## config.mk

```make
export PLATFORM = sky130hd
export DESIGN_NAME = key_encoder_8to3
export DESIGN_NICKNAME = d
export VERILOG_FILES = /design/src/rtl/key_pkg.sv /design/src/rtl/vec_debounce.sv /design/src/rtl/key_encoder_8to3.sv
export SDC_FILE = /design/constraint.sdc
export NUM_CORES = 1
export LEC_CHECK = 0
export CAP_MARGIN = 20
export CORE_UTILIZATION = 49
export CTS_CLUSTER_DIAMETER = 30
export DETAILED_ROUTE_END_ITERATION = 12
export GPL_ROUTABILITY_DRIVEN = 0
export PLACE_DENSITY = 0.74
export SLEW_MARGIN = 10
export SYNTH_ARGS = -nofsm -noshare
export SYNTH_HDL_FRONTEND = slang
export SYNTH_SLANG_ARGS = --single-unit
```

## constraint.sdc

```tcl
create_clock -name CLK -period 1.65 [get_ports CLK]
set_input_delay 0.2475 -clock CLK [delete_from_list [all_inputs] [get_ports CLK]]
set_output_delay 0.2475 -clock CLK [all_outputs]
set_load 0.02 [all_outputs]
```

## src/rtl/key_pkg.sv

```systemverilog
// Shared definitions for the active-low key encoder: line count, code width
// and the encoder FSM state type.
package key_pkg;

  localparam int unsigned NUM_KEYS = 8;
  localparam int unsigned CODE_W   = 3;
  localparam logic [NUM_KEYS-1:0] KEYS_NONE = 8'hFF;

  typedef enum logic {
    IDLE = 1'b0,
    HELD = 1'b1
  } state_t;

endpackage

```

## src/rtl/vec_debounce.sv

```systemverilog
// Two-flop synchroniser plus whole-vector debouncer for active-low switch banks;
// the output only moves after the synchronised vector is stable for DEBOUNCE_CYCLES clocks.
module vec_debounce #(
  parameter int unsigned WIDTH           = 8,
  parameter int unsigned DEBOUNCE_CYCLES = 4
) (
  input  logic             CLK,
  input  logic             RST_N,
  input  logic [WIDTH-1:0] raw_i,
  output logic [WIDTH-1:0] deb_o
);

  localparam int unsigned CNT_W = $clog2(DEBOUNCE_CYCLES + 1);

  logic [WIDTH-1:0] s1_q, s2_q, s3_q;
  logic [WIDTH-1:0] deb_q, deb_d;
  logic [CNT_W-1:0] cnt_q, cnt_d;

  always_comb begin
    cnt_d = cnt_q;
    deb_d = deb_q;
    if (s2_q != s3_q) begin
      cnt_d = '0;
    end else begin
      if (cnt_q != CNT_W'(DEBOUNCE_CYCLES))
        cnt_d = cnt_q + CNT_W'(1);
      // Accept on the last stable cycle so acceptance lands exactly DEBOUNCE_CYCLES after s3 settles.
      if (cnt_q == CNT_W'(DEBOUNCE_CYCLES - 1))
        deb_d = s2_q;
    end
  end

  always_ff @(posedge CLK or negedge RST_N) begin
    if (!RST_N) begin
      s1_q  <= '1;
      s2_q  <= '1;
      s3_q  <= '1;
      deb_q <= '1;
      cnt_q <= '0;
    end else begin
      s1_q  <= raw_i;
      s2_q  <= s1_q;
      s3_q  <= s2_q;
      deb_q <= deb_d;
      cnt_q <= cnt_d;
    end
  end

  assign deb_o = deb_q;

endmodule

```

## src/rtl/key_encoder_8to3.sv

```systemverilog
// Debounced 8-line active-low key encoder: lowest pressed index wins, with
// registered code, valid level, press/release strobes and multi-key flag.
module key_encoder_8to3
  import key_pkg::*;
#(
  parameter int unsigned DEBOUNCE_CYCLES = 4
) (
  input  logic              CLK,
  input  logic              RST_N,
  input  logic [NUM_KEYS-1:0] KEY,
  input  logic              ENABLE,
  output logic [CODE_W-1:0] CODE,
  output logic              VALID,
  output logic              PRESS,
  output logic              RELEASE,
  output logic              MULTI
);

  logic [NUM_KEYS-1:0] deb;
  logic [NUM_KEYS-1:0] pressed;
  logic [CODE_W-1:0]   code_next;
  logic                any_key, multi_key;

  state_t              state_q, state_d;
  logic [CODE_W-1:0]   code_q, code_d;
  logic                valid_q, valid_d;
  logic                press_q, press_d;
  logic                release_q, release_d;
  logic                multi_q, multi_d;

  vec_debounce #(
    .WIDTH          (NUM_KEYS),
    .DEBOUNCE_CYCLES(DEBOUNCE_CYCLES)
  ) u_deb (
    .CLK  (CLK),
    .RST_N(RST_N),
    .raw_i(KEY),
    .deb_o(deb)
  );

  assign pressed   = ~deb;
  assign any_key   = (deb != KEYS_NONE);
  // Clearing the lowest set bit leaves something only if two or more keys are down.
  assign multi_key = ((pressed & (pressed - NUM_KEYS'(1))) != '0);

  always_comb begin
    code_next = '0;
    for (int unsigned i = NUM_KEYS; i > 0; i--) begin
      if (pressed[i-1])
        code_next = CODE_W'(i - 1);
    end
  end

  always_ff @(posedge CLK or negedge RST_N) begin
    if (!RST_N) state_q <= IDLE;
    else        state_q <= state_d;
  end

  always_comb begin
    state_d = state_q;
    if (ENABLE) begin
      state_d = IDLE;
    end else begin
      case (state_q)
        IDLE:    if (any_key)  state_d = HELD;
        HELD:    if (!any_key) state_d = IDLE;
        default: state_d = IDLE;
      endcase
    end
  end

  // Disabling out of HELD takes the ENABLE path, so it never raises RELEASE.
  always_comb begin
    press_d   = (state_q == IDLE) && (state_d == HELD);
    release_d = (state_q == HELD) && (state_d == IDLE) && !ENABLE;
    valid_d   = (state_d == HELD);
    multi_d   = !ENABLE && multi_key;
    code_d    = press_d ? code_next : code_q;
  end

  always_ff @(posedge CLK or negedge RST_N) begin
    if (!RST_N) begin
      code_q    <= '0;
      valid_q   <= 1'b0;
      press_q   <= 1'b0;
      release_q <= 1'b0;
      multi_q   <= 1'b0;
    end else begin
      code_q    <= code_d;
      valid_q   <= valid_d;
      press_q   <= press_d;
      release_q <= release_d;
      multi_q   <= multi_d;
    end
  end

  assign CODE    = code_q;
  assign VALID   = valid_q;
  assign PRESS   = press_q;
  assign RELEASE = release_q;
  assign MULTI   = multi_q;

endmodule

```

[After elaboration in Yosys (flattened, before gate mapping)]
Cells that the tools add are included.
Storage, ports and cells
  register bits after elaboration: 42
  bits of input ports: 11
  word-level logic and storage cells: 41
  output and inout port bits: 7
Cells by class
  bitwise operators: 5
  reduce and logical (&&, ||, !) cells: 8
  muxes and demuxes: 12
  equal/unequal tests: 4
  add/sub/neg operators: 2
Operators with widths (count)
  $mux 3: 10
  $and 8x8->8: 1
  $ne 8x8->1: 1
  $ne 8x8->1 const B: 1
  $not 8->8: 1
  $reduce_bool 8->1: 1
  $sub 8x1->8 const B: 1
  $logic_and 1x1->1: 4
  $add 3x1->3 const B: 1
  $eq 3x2->1 const B: 1
  $ne 3x3->1 const B: 1
  $not 1->1: 3
  $mux 1: 2
  $reduce_and 2->1: 1
  $reduce_bool 2->1: 1
  $logic_not 1->1: 1

[Logic depth before layout (Yosys ltp)]
  word-level depth: 9
  gate-level depth with buffers: 5
  depth with buffers taken out: 5

[Hierarchy]
A second synthesis with hierarchy kept.
Unflattened totals
  cell total of the unflattened synthesis: 105
  area, all modules: 1632.8 um^2
Modules (own cells, without submodules)
  vec_debounce: cells an instance 68, sequential area each 915.9 um^2, instances 1, area each 1236.2 um^2
  key_encoder_8to3: cells an instance 37, sequential area each 175.2 um^2, instances 1, area each 396.6 um^2

[Least setup slack after synthesis]
OpenSTA, ideal clock, no wires.
  path kind: flip-flop to flip-flop
  start: register u_deb.s2_q[1]
  end: register u_deb.deb_q[0] (netlist: u_deb.deb_o[0])
  stages on the path, launching flop included: 5
  slack: 55 ps
  buffers on the path: 0
  arrival: 1513 ps
  library setup time: 82 ps
  data required time: 1568 ps
  clock period less this slack: 1595 ps
  cells stage by stage: dfstp_2 xor2_1 nor4_2 nand3_4 mux2_4
Between the ends
  cells in the longest elaborated chain, start to end: 3
RTL lines
  start, declared: RTL line vec_debounce.sv:15  | logic [WIDTH-1:0] s1_q, s2_q, s3_q;
  start signal, assigned: RTL line vec_debounce.sv:42  | s2_q <= s1_q;
  $ne 8x8->1: RTL line vec_debounce.sv:22  | if (s2_q != s3_q) begin
  $not 1->1 (no source line)
  $reduce_and 2->1 (no source line)
  end signal, assigned: RTL line vec_debounce.sv:38  | deb_q <= '1;
  end signal, assigned: RTL line vec_debounce.sv:44  | deb_q <= deb_d;
  end, declared: RTL line vec_debounce.sv:16  | logic [WIDTH-1:0] deb_q, deb_d;
No other way between the ends.
A chain may end at the register's enable or synchronous reset.

[Worst setup path after layout]
  start: register u_deb.s3_q[6]
  end: register u_deb.deb_q[3] (netlist: u_deb.deb_o[3])
Between the ends
  cells in the longest elaborated chain, start to end: 3
RTL lines
  start, declared: RTL line vec_debounce.sv:15
  start signal, assigned: RTL line vec_debounce.sv:43  | s3_q <= s2_q;
  $ne 8x8->1: RTL line vec_debounce.sv:22
  $not 1->1 (no source line)
  $reduce_and 2->1 (no source line)
No other way between the ends.

==> reports/results.ini <==
[outcome]
status=complete, but fails checks
violations=negative setup slack

[yosys]
synth_cell_type_count=27
synth_common_cells=dfstp_2 (32), dfrtp_1 (10), mux2_4 (8), nand2_1 (8), xor2_1 (8)
syn_area_per_cell_um2=14.9
synth_area_leaders=dfstp_2 (53%), dfrtp_1 (16%), mux2_4 (7.5%)
syn_inst=107
netlist.area_leader.share_pct=52.6
synth_nets=121
ys_ff_latch=42
yosysSeqAreaShare_pct=68.3
ys.flop_type=dfstp_2
synth_most_common_cell=dfstp_2
yosysWarnings=0
syn_area_um2=1600
synth-async-reset-ratio_pct=100
synth_edf_count=0
yosys.area.top_type=dfstp_2

[sta]
relSlewSlack_pct=67.3
finClkSkew_ns=0.00912
min_period_ns=1.69
rsz0062_at_grt=true
maxSlewViolCount=0
worst_pin_slew_ns=0.487
max_clock_freq_mhz=592
hold_violations=0
tns_ns=-0.171
worst_slack_ns=-0.0385
setup_violations=8
fin_crit_sh_pct=102

[power_and_ir_drop]
vdd_drop_max_mv=0.563
p_sw_mw=0.390
power.internal_mw=1.67
swShare_pct=19.0
power.density_nw_per_um2=1020
seqPwrFrac_pct=54.0
p_leak_nw=0.843
clockPowerShare_pct=40.3
pwr-share-comb_pct=5.8

[clock_tree]
htreeDepth=2
clock-sinks=42
clock_path_buffers=2
post_cts_buffers=0
tritoncts=yes
clock_latency_ns=0.35
clk_pin_slew_ns=0.11
root_buffer=clkbuf_4
cts_inserted_buffers=5

[die]
start_util_pct=51.9
core-area_um2=3080
ios=18
dieArea_um2=3490
die_y_um=59.1
rows=20
die_x_um=59.1

[global_route]
grt_max_degree=25
grt_overflow=0
grt_pass1_vias=919
grt_usage_pct=16.9
grt_first_pass_wirelength_um=4040
antenna_found_initial=0

[finish]
finalNonFillerCells=185
antenna_cells=0
multi_input_area_um2=484
finalNetCount=154
fin_area_um2=2010
fillers=224
drive_above_1_share_pct=43.3
seq_area_um2=1090
synthToLayoutAreaGrowth_pct=26.1

[drt]
detail-route-antenna-nets=0
wl_per_cell_um=12.8
via_per_inst=4.97
drc=0
drt_iter0_drc=36
num_vias=919
drt-total-wl_um=2370
dr.pass1.iters=4

[worst_setup_path]
worstPathRequired_ns=1.93
crit_start=u_deb.s3_q[6]
r2r-start=u_deb.s3_q[6]
cp-start-kind=flop
cp-end-kind=flop
critPathArrivalTime_ns=1.97
cp_max_fo=8
critPathKind=reg -> reg

[placement]
dp_hpwl_um=1700
place_area_um2=1890
port_buffers=17
post-place-ws_ns=-0.0317
dp_cells=176

[min_path]
hold_path.class=in -> reg
min-delay-start=KEY[2]

[job]
drv_cap=0

==> final timing paths <==
check,to,slack [ns],cells past startpoint
worst max-delay path,u_deb.deb_o[3],-0.04,5
worst min-delay path,u_deb.s1_q[2],0.29,1
worst max register to register,u_deb.deb_o[3],-0.04,5
worst min register to register,u_deb.s2_q[1],0.35,0
max in group asynchronous,u_deb.s2_q[5],0.75,3
min in group asynchronous,PRESS,0.36,2
==> state kept, by name (all words and copies together) (netlist names) <==
register,flops
CODE,3
MULTI,1
PRESS,1
RELEASE,1
VALID,1
u_deb.cnt_q,3
u_deb.deb_o,8
u_deb.s1_q,8
u_deb.s2_q,8
u_deb.s3_q,8
==> layout make-up <==
cell class | instances | area share, %
flip-flops and latches | 42 | 54.2
multi-input cells | 59 | 24.0
repair buffers | 26 | 12.4
clock inverters | 2 | 2.98
well taps | 44 | 2.73
clock buffers | 6 | 2.55
inverters | 6 | 1.12
==> logic make-up after synthesis <==
family / Yosys count / share of synthesized area (%)
XOR/XNOR: 9 / 4.93
flip-flops: 42 / 68.3
multiplexers: 8 / 7.52
AO/OA/AOI/OAI: 16 / 6.50
buffers and inverters: 6 / 1.41
AND/OR/NAND/NOR: 22 / 8.38
adder cells (fa/ha/maj): 4 / 2.98
==> critical path: stages, from the launching register on <==
cell     delay (ns)
dfstp_2        0.56
xor2_1         0.08
nor4_2         0.29
buf_4          0.18
nand3_4        0.16
mux2_4         0.35
==> cells in the final DEF, fill, tap and decap left out, drive strengths merged <==
cell type	Yosys	final
a21boi	1	1
a21oi	5	5
a22o	1	1
a31o	1	1
a31oi	1	1
a41oi	1	1
and3b	1	1
and4	1	1
buf	0	9
bufinv	0	2
clkbuf	0	6
clkdlybuf4s50	0	15
dfrtp	10	10
dfstp	32	32
dlygate4sd3	0	1
dlymetal6s2s	0	1
ha	3	3
inv	6	6
maj3	1	1
mux2	8	8
nand2	8	8
nand3	2	2
nand4	2	2
nor2	4	4
nor2b	1	1
nor3	1	1
nor4	2	2
o2111ai	1	1
o211ai	2	2
o21ai	3	3
xnor2	1	1
xor2	8	8
==> per-layer routing <==
layer	GRT usage [%]	up-vias	part of all wire [%]
li1	-	439	-
met1	19.4	441	40
met2	26.5	28	52
met3	4.80	11	4.1
met4	13.9	0	4.0
met5	0	-	0
==> stage by stage <==
step	util [%]	power, mW	hold WS [ns]
finish	65.4	2.06	0.292
global route	65.4	2.14	0.257
CTS	65.4	2.08	0.268
detailed placement	61.4	1.25	0.202
global placement	61.4	1.24	0.197
floorplan	-	1.16	-0.0481
==> timing repair <==
item	CTS	global route
gates resized for setup	0	1
endpoints found under the setup margin	8	9
hold buffers	1	0
endpoints found under the hold margin	3	0
cloned	0	0
==> power by group through the flow <==
stage                     sequential, mW  combinational [mW]  clock [mW]
after CTS                           1.11               0.121       0.851
after floorplan                     1.13              0.0289           0
after global routing                1.11               0.132       0.899
final                               1.11               0.118       0.828
after global placement              1.12               0.116           0
after detailed placement            1.13               0.119           0
(Power assumes the default switching activity.)
